File: src/rtl/gb_timer_pkg.sv
// Shared constants for the Game Boy timer block: register offsets, TAC tick
// select encodings and overflow-delay state encodings.
package gb_timer_pkg;

    localparam logic [1:0] DIV_OFS  = 2'd0;
    localparam logic [1:0] TIMA_OFS = 2'd1;
    localparam logic [1:0] TMA_OFS  = 2'd2;
    localparam logic [1:0] TAC_OFS  = 2'd3;

    typedef enum logic [1:0] {
        TAC_SEL_4K   = 2'b00,
        TAC_SEL_262K = 2'b01,
        TAC_SEL_65K  = 2'b10,
        TAC_SEL_16K  = 2'b11
    } tac_sel_e;

    localparam int SEL_BIT_4K   = 9;
    localparam int SEL_BIT_262K = 3;
    localparam int SEL_BIT_65K  = 5;
    localparam int SEL_BIT_16K  = 7;

    localparam logic [7:0] TAC_READ_MASK = 8'hF8;

    localparam logic [0:0] OVF_IDLE  = 1'b0;
    localparam logic [0:0] OVF_DELAY = 1'b1;

    // Down-counter start value: TIMA sits at 00 for this many clocks plus one.
    localparam logic [1:0] OVF_DELAY_LAST = 2'd3;

endpackage

File: src/rtl/gb_timer_prescaler.sv
// Free-running system counter with DIV clear, TAC tap select and the
// falling-edge detector that produces the TIMA increment strobe.
module gb_timer_prescaler
    import gb_timer_pkg::*;
#(
    parameter int CNT_WIDTH = 16
) (
    input  logic       clock,
    input  logic       reset,
    input  logic       div_clr_i,
    input  logic [2:0] tac_i,
    output logic       inc_pulse_o,
    output logic [7:0] div_value_o
);

    logic [CNT_WIDTH-1:0] sys_cnt_q;
    logic [CNT_WIDTH-1:0] sys_cnt_d;
    logic                 prev_tick_q;
    logic                 sel;
    logic                 tick;

    always_comb begin
        if (div_clr_i) begin
            sys_cnt_d = '0;
        end else begin
            sys_cnt_d = sys_cnt_q + 1'b1;
        end
    end

    always_comb begin
        sel = 1'b0;
        case (tac_sel_e'(tac_i[1:0]))
            TAC_SEL_4K:   sel = sys_cnt_q[SEL_BIT_4K];
            TAC_SEL_262K: sel = sys_cnt_q[SEL_BIT_262K];
            TAC_SEL_65K:  sel = sys_cnt_q[SEL_BIT_65K];
            TAC_SEL_16K:  sel = sys_cnt_q[SEL_BIT_16K];
            default:      sel = 1'b0;
        endcase
    end

    // Gating by the enable bit means disabling the timer while the tap is
    // high also counts as a falling edge, as on the real part.
    assign tick        = sel & tac_i[2];
    assign inc_pulse_o = prev_tick_q & ~tick;
    assign div_value_o = sys_cnt_q[CNT_WIDTH-1 -: 8];

    always_ff @(posedge clock or posedge reset) begin
        if (reset) begin
            sys_cnt_q   <= '0;
            prev_tick_q <= 1'b0;
        end else begin
            sys_cnt_q   <= sys_cnt_d;
            prev_tick_q <= tick;
        end
    end

endmodule

File: src/rtl/gb_timer_regs.sv
// Game Boy timer responder (DIV/TIMA/TMA/TAC) on the CPU bus.
// Define GB_TIMER_OVF_DELAY_EN for the one-M-cycle TIMA overflow reload delay.
module gb_timer_regs
    import gb_timer_pkg::*;
#(
    parameter logic [15:0] BASE_ADDR = 16'hFF04,
    parameter int          CNT_WIDTH = 16
) (
    input  logic        clock,
    input  logic        reset,
    input  logic [15:0] addr_ext,
    input  logic        mem_re,
    input  logic        mem_we,
    input  logic [7:0]  data_in,
    output logic [7:0]  data_out,
    output logic        rd_en,
    output logic        irq_timer,
    output logic [7:0]  div_value
);

    logic [15:0] ofs;
    logic        hit;
    logic [1:0]  reg_sel;
    logic        wr_div;
    logic        wr_tima;
    logic        wr_tma;
    logic        wr_tac;

    logic [7:0]  tima_q;
    logic [7:0]  tima_d;
    logic [7:0]  tma_q;
    logic [7:0]  tma_d;
    logic [2:0]  tac_q;
    logic [2:0]  tac_d;
    logic        irq_q;
    logic        irq_d;
    logic [7:0]  reload_val;
    logic        inc_pulse;

    assign ofs     = addr_ext - BASE_ADDR;
    assign hit     = (ofs[15:2] == 14'd0);
    assign reg_sel = ofs[1:0];

    assign wr_div  = mem_we & hit & (reg_sel == DIV_OFS);
    assign wr_tima = mem_we & hit & (reg_sel == TIMA_OFS);
    assign wr_tma  = mem_we & hit & (reg_sel == TMA_OFS);
    assign wr_tac  = mem_we & hit & (reg_sel == TAC_OFS);

    assign rd_en   = mem_re & ~mem_we & hit;

    gb_timer_prescaler #(
        .CNT_WIDTH (CNT_WIDTH)
    ) u_prescaler (
        .clock       (clock),
        .reset       (reset),
        .div_clr_i   (wr_div),
        .tac_i       (tac_q),
        .inc_pulse_o (inc_pulse),
        .div_value_o (div_value)
    );

    always_comb begin
        data_out = 8'h00;
        if (rd_en) begin
            case (reg_sel)
                DIV_OFS:  data_out = div_value;
                TIMA_OFS: data_out = tima_q;
                TMA_OFS:  data_out = tma_q;
                TAC_OFS:  data_out = TAC_READ_MASK | {5'b00000, tac_q};
                default:  data_out = 8'h00;
            endcase
        end
    end

    always_comb begin
        tma_d = wr_tma ? data_in : tma_q;
        tac_d = wr_tac ? data_in[2:0] : tac_q;
    end

    // A TMA write landing on the reload edge is what TIMA picks up.
    assign reload_val = wr_tma ? data_in : tma_q;

`ifdef GB_TIMER_OVF_DELAY_EN
    logic [0:0] ovf_state_q;
    logic [0:0] ovf_state_d;
    logic [1:0] dly_cnt_q;
    logic [1:0] dly_cnt_d;

    always_comb begin
        tima_d      = tima_q;
        irq_d       = 1'b0;
        ovf_state_d = ovf_state_q;
        dly_cnt_d   = dly_cnt_q;
        if (wr_tima) begin
            tima_d      = data_in;
            ovf_state_d = OVF_IDLE;
            dly_cnt_d   = 2'd0;
        end else if (ovf_state_q == OVF_DELAY) begin
            // Increments arriving while TIMA is parked at 00 are dropped.
            if (dly_cnt_q == 2'd0) begin
                tima_d      = reload_val;
                irq_d       = 1'b1;
                ovf_state_d = OVF_IDLE;
            end else begin
                dly_cnt_d = dly_cnt_q - 2'd1;
            end
        end else if (inc_pulse) begin
            if (tima_q == 8'hFF) begin
                tima_d      = 8'h00;
                ovf_state_d = OVF_DELAY;
                dly_cnt_d   = OVF_DELAY_LAST;
            end else begin
                tima_d = tima_q + 8'd1;
            end
        end
    end

    always_ff @(posedge clock or posedge reset) begin
        if (reset) begin
            ovf_state_q <= OVF_IDLE;
            dly_cnt_q   <= 2'd0;
        end else begin
            ovf_state_q <= ovf_state_d;
            dly_cnt_q   <= dly_cnt_d;
        end
    end
`else
    always_comb begin
        tima_d = tima_q;
        irq_d  = 1'b0;
        if (wr_tima) begin
            tima_d = data_in;
        end else if (inc_pulse) begin
            if (tima_q == 8'hFF) begin
                tima_d = reload_val;
                irq_d  = 1'b1;
            end else begin
                tima_d = tima_q + 8'd1;
            end
        end
    end
`endif

    always_ff @(posedge clock or posedge reset) begin
        if (reset) begin
            tima_q <= 8'h00;
            tma_q  <= 8'h00;
            tac_q  <= 3'b000;
            irq_q  <= 1'b0;
        end else begin
            tima_q <= tima_d;
            tma_q  <= tma_d;
            tac_q  <= tac_d;
            irq_q  <= irq_d;
        end
    end

    assign irq_timer = irq_q;

endmodule

File: config.mk
export PLATFORM = sky130hd
export DESIGN_NAME = gb_timer_regs
export DESIGN_NICKNAME = d
export VERILOG_FILES = /design/src/rtl/gb_timer_pkg.sv /design/src/rtl/gb_timer_prescaler.sv /design/src/rtl/gb_timer_regs.sv
export SDC_FILE = /design/constraint.sdc
export NUM_CORES = 1
export LEC_CHECK = 0
export CORE_UTILIZATION = 60
export DETAILED_ROUTE_END_ITERATION = 12
export DONT_BUFFER_PORTS = 1
export PLACE_DENSITY_LB_ADDON = 0.3
export RECOVER_POWER = 25
export SLEW_MARGIN = 20
export SYNTH_ARGS = -nofsm -noshare
export SYNTH_HDL_FRONTEND = slang
export SYNTH_SLANG_ARGS = --single-unit
File: constraint.sdc
create_clock -name clock -period 2.5 [get_ports clock]
set_input_delay 0.375 -clock clock [delete_from_list [all_inputs] [get_ports clock]]
set_output_delay 0.375 -clock clock [all_outputs]
set_load 0.02 [all_outputs]
==> impl_metrics.json <==
{
  "outcome": "finished, final reports clean",
  "place_area_sq_mm": 0.00222,
  "die-area_sq_mm": 0.00394,
  "slew_violations": 0,
  "start_util": 0.644,
  "cp.arrival_ns": 2.34,
  "syn-mean-instance-area_sq_um": 9.94,
  "ys_types": 45,
  "grtUsageMet3": 0.0839,
  "crit_path_end_kind": "flip-flop",
  "worst_hold_path_type": "input pin to async pin",
  "yosys_register_bits": 37,
  "slew_headroom": 0.399,
  "drcViolationCount": 0,
  "cts_buffers": 5,
  "drtIter0Drc": 176,
  "path_class": "flip-flop to flip-flop",
  "cts_hold_buf": 0,
  "tightest_slew_ns": 0.893,
  "synth-adder-area-share": 0.0113,
  "finalSetupViolations": 0,
  "synthMuxAreaShare": 0.139,
  "final_cell_mix": "dfrtp_1, nor2_1, nand2_1",
  "synth_top_family_by_area": "simple AND/OR/NAND/NOR gates",
  "finClkSkew_ns": 0.00507,
  "power.total_mw": 1.10,
  "port_buffers": 0,
  "p_leak_nw": 1.01,
  "multi_input_area_sq_mm": 0.00118,
  "chipHeight_um": 62.8,
  "finalCritPeriodShare": 0.845,
  "cp_data_required_time_ns": 2.73,
  "avgRoutedWirePerCell_um": 18.0,
  "yosysSeqAreaShare": 0.418,
  "diodes": 0,
  "synthesis.nets": 253,
  "ctsResizeCount": 0,
  "clk_latency_ns": 0.29,
  "ant_nets": 0,
  "grt_max_degree": 24,
  "die_width_um": 62.8,
  "drive_gt1_frac": 0.184,
  "synthCells": 223,
  "hold_viol": 0,
  "ir_drop_v": 0.000378,
  "fin_crit_ns": 2.11,
  "htree_levels": 2,
  "core_area_sq_mm": 0.00344,
  "grt_overflow": 0,
  "async_flop_share": 1.00,
  "final_common_cell": "dfrtp_1",
  "dp_hpwl_um": 3600,
  "regArea_sq_um": 926,
  "cts_tree": "yes",
  "antenna_found_initial": 0,
  "clk_pin_slew_worst_paths_ns": 0.08,
  "nets": 252,
  "synth_flop_cell": "dfrtp_1",
  "num-fill-cells": 277,
  "track_usage": 0.267,
  "cp_max_fo": 6,
  "netlist_area_sq_mm": 0.00222,
  "place.gp.congestion": 0.928,
  "rsz0062_at_grt": "false",
  "std_cell_rows": 21,
  "hold_ws_ns": 0.155,
  "final_area_sq_mm": 0.00230,
  "fmax_ghz": 0.474,
  "drv_cap": 0,
  "postCtsSetupRepairBufs": 0,
  "gr-usage-met2": 0.432,
  "yosysWarnings": 0,
  "syn2layout_area_growth_pct": 3.67,
  "first_pass_iters": 4,
  "avgViaCountPerCell": 6.28,
  "synth_edf_count": 0,
  "cts_buffer_depth": 2,
  "cts-root-buf": "clkbuf_8",
  "yosys.area_share.simple": 0.238,
  "cts_sinks": 37,
  "fin_util": 0.668,
  "synth_compound_area_frac": 0.0948,
  "p_per_area_mw_per_mm2": 479,
  "grt_pass1_wl_um": 8030,
  "io_pins": 46,
  "start_kind": "flip-flop",
  "finalSetupTns_ns": 0,
  "wirelength_um": 4840,
  "synth_xor_area_frac": 0.0514,
  "vias": 1690,
  "grt_busiest_layer": "met2",
  "grt_util_met1": 0.339,
  "grt_pass1_vias": 1684
}
[cell usage after synthesis, types with 4 or more instances]
master,number,area share
xnor2_1,5,0.020
xor2_1,8,0.032
nand4_1,7,0.020
dfrtp_1,37,0.42
o21ai_0,12,0.027
buf_4,8,0.027
nand3_1,12,0.027
nand2_1,17,0.029
mux2_2,14,0.071
o22ai_1,6,0.017
or3_1,4,0.011
a21oi_1,9,0.020
mux4_2,4,0.041
nor2b_1,9,0.025
nor2_1,23,0.039
and3_1,5,0.014
[registers in the layout, indices dropped and copies added (netlist names)]
| name | cells |
|---|---|
| u_prescaler.sys_cnt_q | 16 |
| tima_q | 8 |
| tac_q | 3 |
| tma_q | 8 |
| u_prescaler.prev_tick_q | 1 |
| irq_timer | 1 |
[cell type report]
type / instances / share of cell area
tap: 46 / 0.0250
clock buffer: 5 / 0.0299
clock inverter: 3 / 0.00762
multi-input combinational: 170 / 0.515
sequential: 37 / 0.403
timing repair buffer: 5 / 0.0147
inverter: 3 / 0.00490
[worst max-delay path: stages (launching register included)]
cell and delay, ns:
dfrtp_1 0.43, mux4_2 0.49, a21boi_0 0.26, o21ai_0 0.38, o21bai_1 0.28, o21bai_1 0.15, nand2_1 0.06
[per-layer routing]
| layer | share of wire | vias up | wire length (um) |
|---|---|---|---|
| li1 | - | 789 | - |
| met1 | 0.43 | 817 | 2080 |
| met2 | 0.49 | 80 | 2360 |
| met3 | 0.078 | 4 | 376 |
| met4 | 0.0045 | 0 | 22 |
| met5 | 0 | - | 0 |
[path summary, 6_finish.rpt]
check                                    startpoint        end  slack (ns)  depth (start not counted)
min reg2reg                                tma_q[6]   tma_q[6]        0.53                          1
max reg2reg                u_prescaler.sys_cnt_q[5]  tima_q[1]        0.39                          6
min                                           reset   tma_q[1]        0.16                          1
max                        u_prescaler.sys_cnt_q[5]  tima_q[1]        0.39                          6
min in group clock                       data_in[6]  tima_q[6]        0.21                          2
max in group asynchronous                     reset   tma_q[7]        1.51                          2
[power by group]
group          internal, mW  switching [mW]  leakage [nW]  total, mW
logic                0.0274          0.0317         0.473     0.0591
registers             0.614          0.0159         0.493      0.630
clock network         0.192           0.218        0.0439      0.411
total                 0.834           0.266          1.01       1.10
[metrics by stage]
step | setup WS (ns) | instances
2_1_floorplan | 0.417 | 223
3_3_place_gp | 0.220 | 261
3_5_place_dp | 0.160 | 261
4_1_cts | 0.421 | 269
5_1_grt | 0.178 | 269
6_report | 0.388 | 269
[cell families (layout without fill, tap and decap cells)]
group,after synthesis,count (layout)
compound gates,36,36
buf+inv,16,16
mux,23,23
simple gates,96,96
flops,37,37
xor+xnor,13,13
fa+ha+maj,2,2
No activity file was read; power rests on OpenSTA's default activity.
